`config.mk`:
```
export PLATFORM = sky130hd
export DESIGN_NAME = onchip_mem_arbiter
export DESIGN_NICKNAME = d
export VERILOG_FILES = /design/src/rtl/onchip_mem_arbiter.sv
export SDC_FILE = /design/constraint.sdc
export NUM_CORES = 1
export LEC_CHECK = 0
export BUFFER_PORTS_ARGS = -buffer_cell sky130_fd_sc_hd__buf_2
export CAP_MARGIN = 20
export CORE_UTILIZATION = 50
export CTS_BUF_LIST = sky130_fd_sc_hd__clkbuf_16
export DETAILED_ROUTE_END_ITERATION = 6
export PLACE_DENSITY = 0.82
export SLEW_MARGIN = 10
export SYNTH_ARGS = -nofsm -noshare
export SYNTH_HDL_FRONTEND = slang
export SYNTH_SLANG_ARGS = --single-unit
```
`constraint.sdc`:
```
create_clock -name clk -period 5 [get_ports clk]
set_clock_uncertainty 0.1 [all_clocks]
set_input_delay 1 -clock clk [delete_from_list [all_inputs] [get_ports clk]]
set_output_delay 1 -clock clk [all_outputs]
set_load 0.02 [all_outputs]
```
`src/rtl/onchip_mem_arbiter.sv`:
```
// Round-robin write/read arbiter and sequencer for the shared on-chip memory; read response WAIT_CYC+2 cycles after handshake, no response backpressure.
// Optional performance counters are built when MEM_ARB_PERF_EN is defined.
module onchip_mem_arbiter #(
  parameter int DATA_W   = 16,
  parameter int DEPTH    = 1024,
  parameter int WAIT_CYC = 0
) (
  input  logic                       clk,
  input  logic                       reset_n,
  input  logic                       wr_req_valid,
  output logic                       wr_req_ready,
  input  logic [DATA_W-1:0]          wr_req_data,
  input  logic                       rd_req_valid,
  output logic                       rd_req_ready,
  output logic                       rd_rsp_valid,
  output logic [DATA_W-1:0]          rd_rsp_data,
  output logic                       mem_wr_en,
  output logic                       mem_rd_en,
  output logic [DATA_W-1:0]          mem_data_in,
  input  logic [DATA_W-1:0]          mem_data_out,
  output logic                       mem_multi_cycle_mode,
  output logic [1:0]                 mem_cycle_count,
  output logic                       busy,
  output logic [$clog2(DEPTH+1)-1:0] word_count
`ifdef MEM_ARB_PERF_EN
  ,
  output logic [15:0]                perf_wr_grants,
  output logic [15:0]                perf_rd_grants,
  output logic [15:0]                perf_stall_cycles
`endif
);

  localparam int               CNT_W     = $clog2(DEPTH + 1);
  localparam logic [CNT_W-1:0] FULL      = CNT_W'(DEPTH);
  localparam logic [1:0]       WAIT_LAST = 2'(WAIT_CYC);

  typedef enum logic [1:0] {ST_IDLE, ST_WR, ST_RD, ST_RSP} state_t;

  state_t              state_q, state_d;
  logic [CNT_W-1:0]    count_q, count_d;
  logic [DATA_W-1:0]   data_q, data_d;
  logic [1:0]          wait_q, wait_d;
  logic                last_wr_q, last_wr_d;
  logic                wr_elig, rd_elig, grant_wr, grant_rd;

  always_comb begin
    wr_elig  = wr_req_valid && (count_q < FULL);
    rd_elig  = rd_req_valid && (count_q != '0);
    // On a tie the side that did not win last time goes next.
    grant_wr = (state_q == ST_IDLE) && wr_elig && (!rd_elig || !last_wr_q);
    grant_rd = (state_q == ST_IDLE) && rd_elig && !grant_wr;
  end

  always_comb begin
    state_d   = state_q;
    count_d   = count_q;
    data_d    = data_q;
    wait_d    = wait_q;
    last_wr_d = last_wr_q;
    case (state_q)
      ST_IDLE: begin
        if (grant_wr) begin
          data_d    = wr_req_data;
          count_d   = count_q + 1'b1;
          last_wr_d = 1'b1;
          state_d   = ST_WR;
        end else if (grant_rd) begin
          count_d   = count_q - 1'b1;
          last_wr_d = 1'b0;
          wait_d    = 2'd0;
          state_d   = ST_RD;
        end
      end
      ST_WR:  state_d = ST_IDLE;
      ST_RD: begin
        if (wait_q == WAIT_LAST) state_d = ST_RSP;
        else                     wait_d  = wait_q + 2'd1;
      end
      ST_RSP: state_d = ST_IDLE;
      default: state_d = ST_IDLE;
    endcase
  end

  always_ff @(posedge clk or negedge reset_n) begin
    if (!reset_n) begin
      state_q   <= ST_IDLE;
      count_q   <= '0;
      data_q    <= '0;
      wait_q    <= '0;
      last_wr_q <= 1'b0;
    end else begin
      state_q   <= state_d;
      count_q   <= count_d;
      data_q    <= data_d;
      wait_q    <= wait_d;
      last_wr_q <= last_wr_d;
    end
  end

  assign wr_req_ready         = grant_wr;
  assign rd_req_ready         = grant_rd;
  assign mem_wr_en            = (state_q == ST_WR);
  assign mem_rd_en            = (state_q == ST_RD);
  assign rd_rsp_valid         = (state_q == ST_RSP);
  assign rd_rsp_data          = (state_q == ST_RSP) ? mem_data_out : '0;
  assign mem_data_in          = data_q;
  assign mem_multi_cycle_mode = (WAIT_CYC != 0);
  assign mem_cycle_count      = WAIT_LAST;
  assign busy                 = (state_q != ST_IDLE);
  assign word_count           = count_q;

`ifdef MEM_ARB_PERF_EN
  logic [15:0] perf_wr_q, perf_rd_q, perf_stall_q;
  logic        stall;

  assign stall = (wr_req_valid && !wr_req_ready) || (rd_req_valid && !rd_req_ready);

  always_ff @(posedge clk or negedge reset_n) begin
    if (!reset_n) begin
      perf_wr_q    <= '0;
      perf_rd_q    <= '0;
      perf_stall_q <= '0;
    end else begin
      if (grant_wr && (perf_wr_q != 16'hFFFF))   perf_wr_q    <= perf_wr_q + 16'd1;
      if (grant_rd && (perf_rd_q != 16'hFFFF))   perf_rd_q    <= perf_rd_q + 16'd1;
      if (stall && (perf_stall_q != 16'hFFFF))   perf_stall_q <= perf_stall_q + 16'd1;
    end
  end

  assign perf_wr_grants    = perf_wr_q;
  assign perf_rd_grants    = perf_rd_q;
  assign perf_stall_cycles = perf_stall_q;
`endif

endmodule
```
-- Yosys cells after proc, flatten, opt, wreduce, memory -nomap -nowiden
Index checks and enable logic that the tools add are counted.
- bits in registers: 32
- logic and storage cells: 51
- $add $sub $neg: 3
- $lt $le $gt $ge: 1
- equal/unequal tests: 8
- mux-type cells: 13
- reductions and logical operators: 21
- operators by type and width (operator ; number):
    11-bit two-way mux ; 2
    16-bit two-way mux ; 1
    2-bit two-way mux ; 6
    11-bit by 1-bit adder with 11-bit output (second input constant) ; 1
    11-bit < comparator (second input constant) ; 1
    11-bit nonzero test ; 1
    11-bit by 1-bit subtractor with 11-bit output (second input constant) ; 1
    1-bit logical AND ; 6
    2-bit inequality test (second input constant) ; 3
    2-bit one-hot mux with 3 select lines ; 1
    2-bit AND reduction ; 3
    2-bit nonzero test ; 3
    2-bit == test (second input constant) ; 2
    2-bit logical NOT ; 2
    2-bit one-hot mux with 2 select lines ; 1
    4-bit AND reduction ; 1
    1-bit logical NOT ; 3
    3-bit inequality test (second input constant) ; 1
    2-bit by 1-bit adder with 2-bit output (second input constant) ; 1
    2-bit by 1-bit == test with 1-bit output (second input constant) ; 1
    1-bit two-way mux ; 2
    2-bit by 1-bit inequality test with 1-bit output (second input constant) ; 1
    2-bit OR reduction ; 1
    1-bit logical OR ; 1

-- Logic depth before layout (Yosys ltp)
- depth in word-level cells: 10
- mapped depth: 10

-- Least setup slack after synthesis
OpenSTA, ideal clock, no wires.
- path kind: in2reg
- start point: input port rd_req_valid
- end point: register count_q[10], in the netlist word_count[10]
- arrival time: 3.095 ns
- setup slack: 1.725 ns
- stages: 10
- path buffers: 1
- cells stage by stage: inv_1 > a31oi_1 > a211o_1 > buf_6 > fa_1 > a21o_1 > a221oi_2 > o21ai_0 > a211oi_1 > xnor2_1
- longest elaborated chain between the ends: 8
- elaborated cells on any way between the ends: 10
- those cells by class: mux (1); reduce/logical (9)
- RTL lines (what ; line ; text):
    start, declared ; 13 ; input logic rd_req_valid,
    1-bit logical AND * ; 48 ; rd_elig = rd_req_valid && (count_q != '0);
    1-bit logical NOT ; 50 ; grant_wr = (state_q == ST_IDLE) && wr_elig && (!rd_elig || !last_wr_q);
    1-bit logical OR ; 50 ;
    1-bit logical AND ; 50 ;
    1-bit logical NOT ; 51 ; grant_rd = (state_q == ST_IDLE) && rd_elig && !grant_wr;
    1-bit logical AND ; 51 ;
    2-bit nonzero test (no line) ; - ;
    2-bit AND reduction (no line) ; - ;
    end signal, assigned ; 93 ; count_q <= count_d;
    end, declared ; 40 ; logic [CNT_W-1:0] count_q, count_d;
Every way passes the cells marked *; elsewhere a longest branch is shown, timed or not.
A chain may end at the register's enable or synchronous reset.

-- Worst setup path in the final report
- start point: input port rd_req_valid
- end point: output port rd_req_ready
- longest elaborated chain between the ends: 6
- elaborated cells on any way between the ends: 7
- those cells by class: reduce/logical (7)
- RTL lines (what ; line ; text):
    1-bit logical AND * ; 48 ;
    1-bit logical NOT ; 50 ;
    1-bit logical OR ; 50 ;
    1-bit logical AND ; 50 ;
    1-bit logical NOT ; 51 ;
    1-bit logical AND * ; 51 ;
    end, declared ; 14 ; output logic rd_req_ready,
Marks and branches as above.

==> results.ini <==
[outcome]
status=complete, no violations

[die]
fp-row-count=21
core_um2=3468
io_pins=88
die_y_um=63.47
die-area_um2=4028
die_x_um=63.47
start_util_pct=54.47

[route]
vias_per_cell=5.166
met1Wirelength_um=1843
via_count=1586
first_iter_violations=71
routed-wl-met3_um=210
top_layer_used=met4
drt-pass1-iter-count=4
drc=0
wl_um=4162
wire_per_inst_um=13.56
wl_met2_um=2062
antenna_left=0

[logic_synthesis]
ys_seq_elements=32
ys_top_cells_by_area=dfrtp_1 (42%), mux2_4 (12%), ha_1 (6.6%)
synthTopCellsByCount=dfrtp_1 (32), nand2_1 (19), and3_1 (18)
syn-cell-area_um2=1889
yosysMostFrequentCell=dfrtp_1
yosysTopAreaCell=dfrtp_1
async_reset_ff_share_pct=100.0
synth_ff_type=dfrtp_1
netlist.area_leader.share_pct=42.38
synth_area_per_cell_um2=10.73
netlist_instances=176
yosysSeqAreaShare_pct=42.38
synth_edf_count=0
ys_types=36
ys_warn_count=0

[timing]
fmax_mhz=251.4
worstMarginPinSlew_ns=0.7883
drv_slew=0
fin_ws_ns=1.022
hold_viol_final=0
finalCritPeriodShare_pct=79.55
period_needed_ns=3.978
maxSlewHeadroom_pct=47.45
rsz0062_at_grt=no
tns_ns=0
setup_violations=0

[grt]
grt_overflow=0
grt_pass1_vias=1475
grt_max_degree=33
grt_usage_pct=22.27
antenna_found_initial=0
grt_first_pass_wirelength_um=6851

[finish]
drive_gt1_share_pct=42.91
fin_area_um2=2484
area_growth_pct=31.46
fin_util_pct=71.61
nets=307
diodes=0

[pwr]
ir_drop_uv=426.3
power_mw=1.894
leakage_nw=1.423
power_density_nw_per_um2=762.6

[clock_tree]
clk_pin_slew_ns=0.05
cts_buffer_depth=2
cts_sinks=32
h-tree-depth=2
cts_inserted_buffers=5
cts-resized-gates=0
hold_buffers=0
cts_tree=done
post_cts_buffers=0
clk_latency_ns=0.27
root_buffer=clkbuf_16

[worst_hold_path]
hp-class=flip-flop to flip-flop

[setup_path]
critical_path_class=input pin to output port
cp.arrival_ns=2.88
crit_path_max_fanout=19
crit_path_end_kind=output port
crit_path_start_kind=input pin
worstPathRequired_ns=3.90

[placed_design]
port_buffers=84
place_congestion=0.9435
dp.final_hpwl_um=2988
dp_slack_ns=1.027
placed_area_um2=2320

[flow_run]
cap_violations=0

## layout make-up
type / instances / area [um^2]
multi-input cells: 127 / 996.0
flip-flops and latches: 32 / 800.8
fillers: 273 / 984.7
inverters: 8 / 30.03
well taps: 46 / 57.56
clock buffers: 5 / 125.1
clock inverters: 3 / 38.79
repair buffers: 86 / 435.4
## final timing paths
kind,start,to,slack [ns],cells past startpoint
min in group asynchronous,reset_n,wait_q[1]$_DFFE_PN0P_,0.67,1
hold / removal,mem_data_in[3]$_DFFE_PN0P_,mem_data_in[3]$_DFFE_PN0P_,0.40,1
max in group asynchronous,reset_n,word_count[2]$_DFFE_PN0P_,3.68,1
setup reg to reg,word_count[3]$_DFFE_PN0P_,word_count[10]$_DFFE_PN0P_,1.48,9
setup / recovery,rd_req_valid,rd_req_ready,1.02,7
hold reg to reg,mem_data_in[3]$_DFFE_PN0P_,mem_data_in[3]$_DFFE_PN0P_,0.40,1
## stage by stage
step | instances | hold WS (ns)
finish | 307 | 0.4004
detailed placement | 299 | 0.3863
CTS | 307 | 0.4021
global placement | 299 | 0.3878
floorplan | 178 | 0.3707
global route | 307 | 0.4203
## routing by layer
| layer | global-route usage (%) | vias to the layer above |
|---|---|---|
| met5 | 0 | - |
| met4 | 7.670 | 0 |
| met3 | 4.529 | 4 |
| met2 | 36.57 | 56 |
| met1 | 29.06 | 734 |
| li1 | - | 792 |
## logic make-up (layout without fill, tap and decap cells)
group                      count (synthesis)  in the layout  share of synthesized area (%)
and+or+nand+nor                           56             56                          15.83
AOI/OAI and AO/OA                         32             32                          11.79
DFF                                       32             32                          42.38
buffers and inverters                     19            102                          5.298
muxes                                     17             17                          13.11
adders and majority gates                 11             11                          7.682
xor gates and xnor gates                   8              8                          3.709
other                                      1              3                         0.1985
## worst max-delay path: stages
cell and delay [ns]:
buf_2 0.07, inv_1 0.03, a31oi_1 0.33, a211o_1 0.71
buf_4 0.38, and3_1 0.18, buf_2 0.17
## report_power, final
part | internal, mW | total, mW | switching (mW)
sequential | 0.383 | 0.507 | 0.124
combinational | 0.457 | 1.05 | 0.596
clock | 0.232 | 0.333 | 0.102
total | 1.07 | 1.89 | 0.822
## state kept, by name (all words and copies together), names as in the netlist
register and count:
mem_data_in 16, word_count 11, state_q 2, wait_q 2
last_wr_q 1
## cells in the final DEF (no fill, tap or decap), types with 2 or more instances in the layout
cell	Yosys	layout
mux2_2	2	2
mux2_4	15	15
a211o_1	3	3
conb_1	1	3
xor2_1	3	3
buf_4	3	2
a21oi_1	4	4
a21o_1	4	4
o21ai_0	8	7
ha_1	10	10
clkbuf_16	0	5
nor2_1	4	4
dfrtp_1	32	32
a211oi_1	3	3
a22o_1	3	3
nand3_1	2	2
buf_2	2	84
o21a_1	2	2
a31oi_1	2	2
nand4_1	2	2
nand2_1	19	19
o21bai_1	2	2
inv_1	8	9
and3_1	18	18
nor2b_1	4	4
xnor2_1	5	5
No activity file was read; power rests on OpenSTA's default activity.
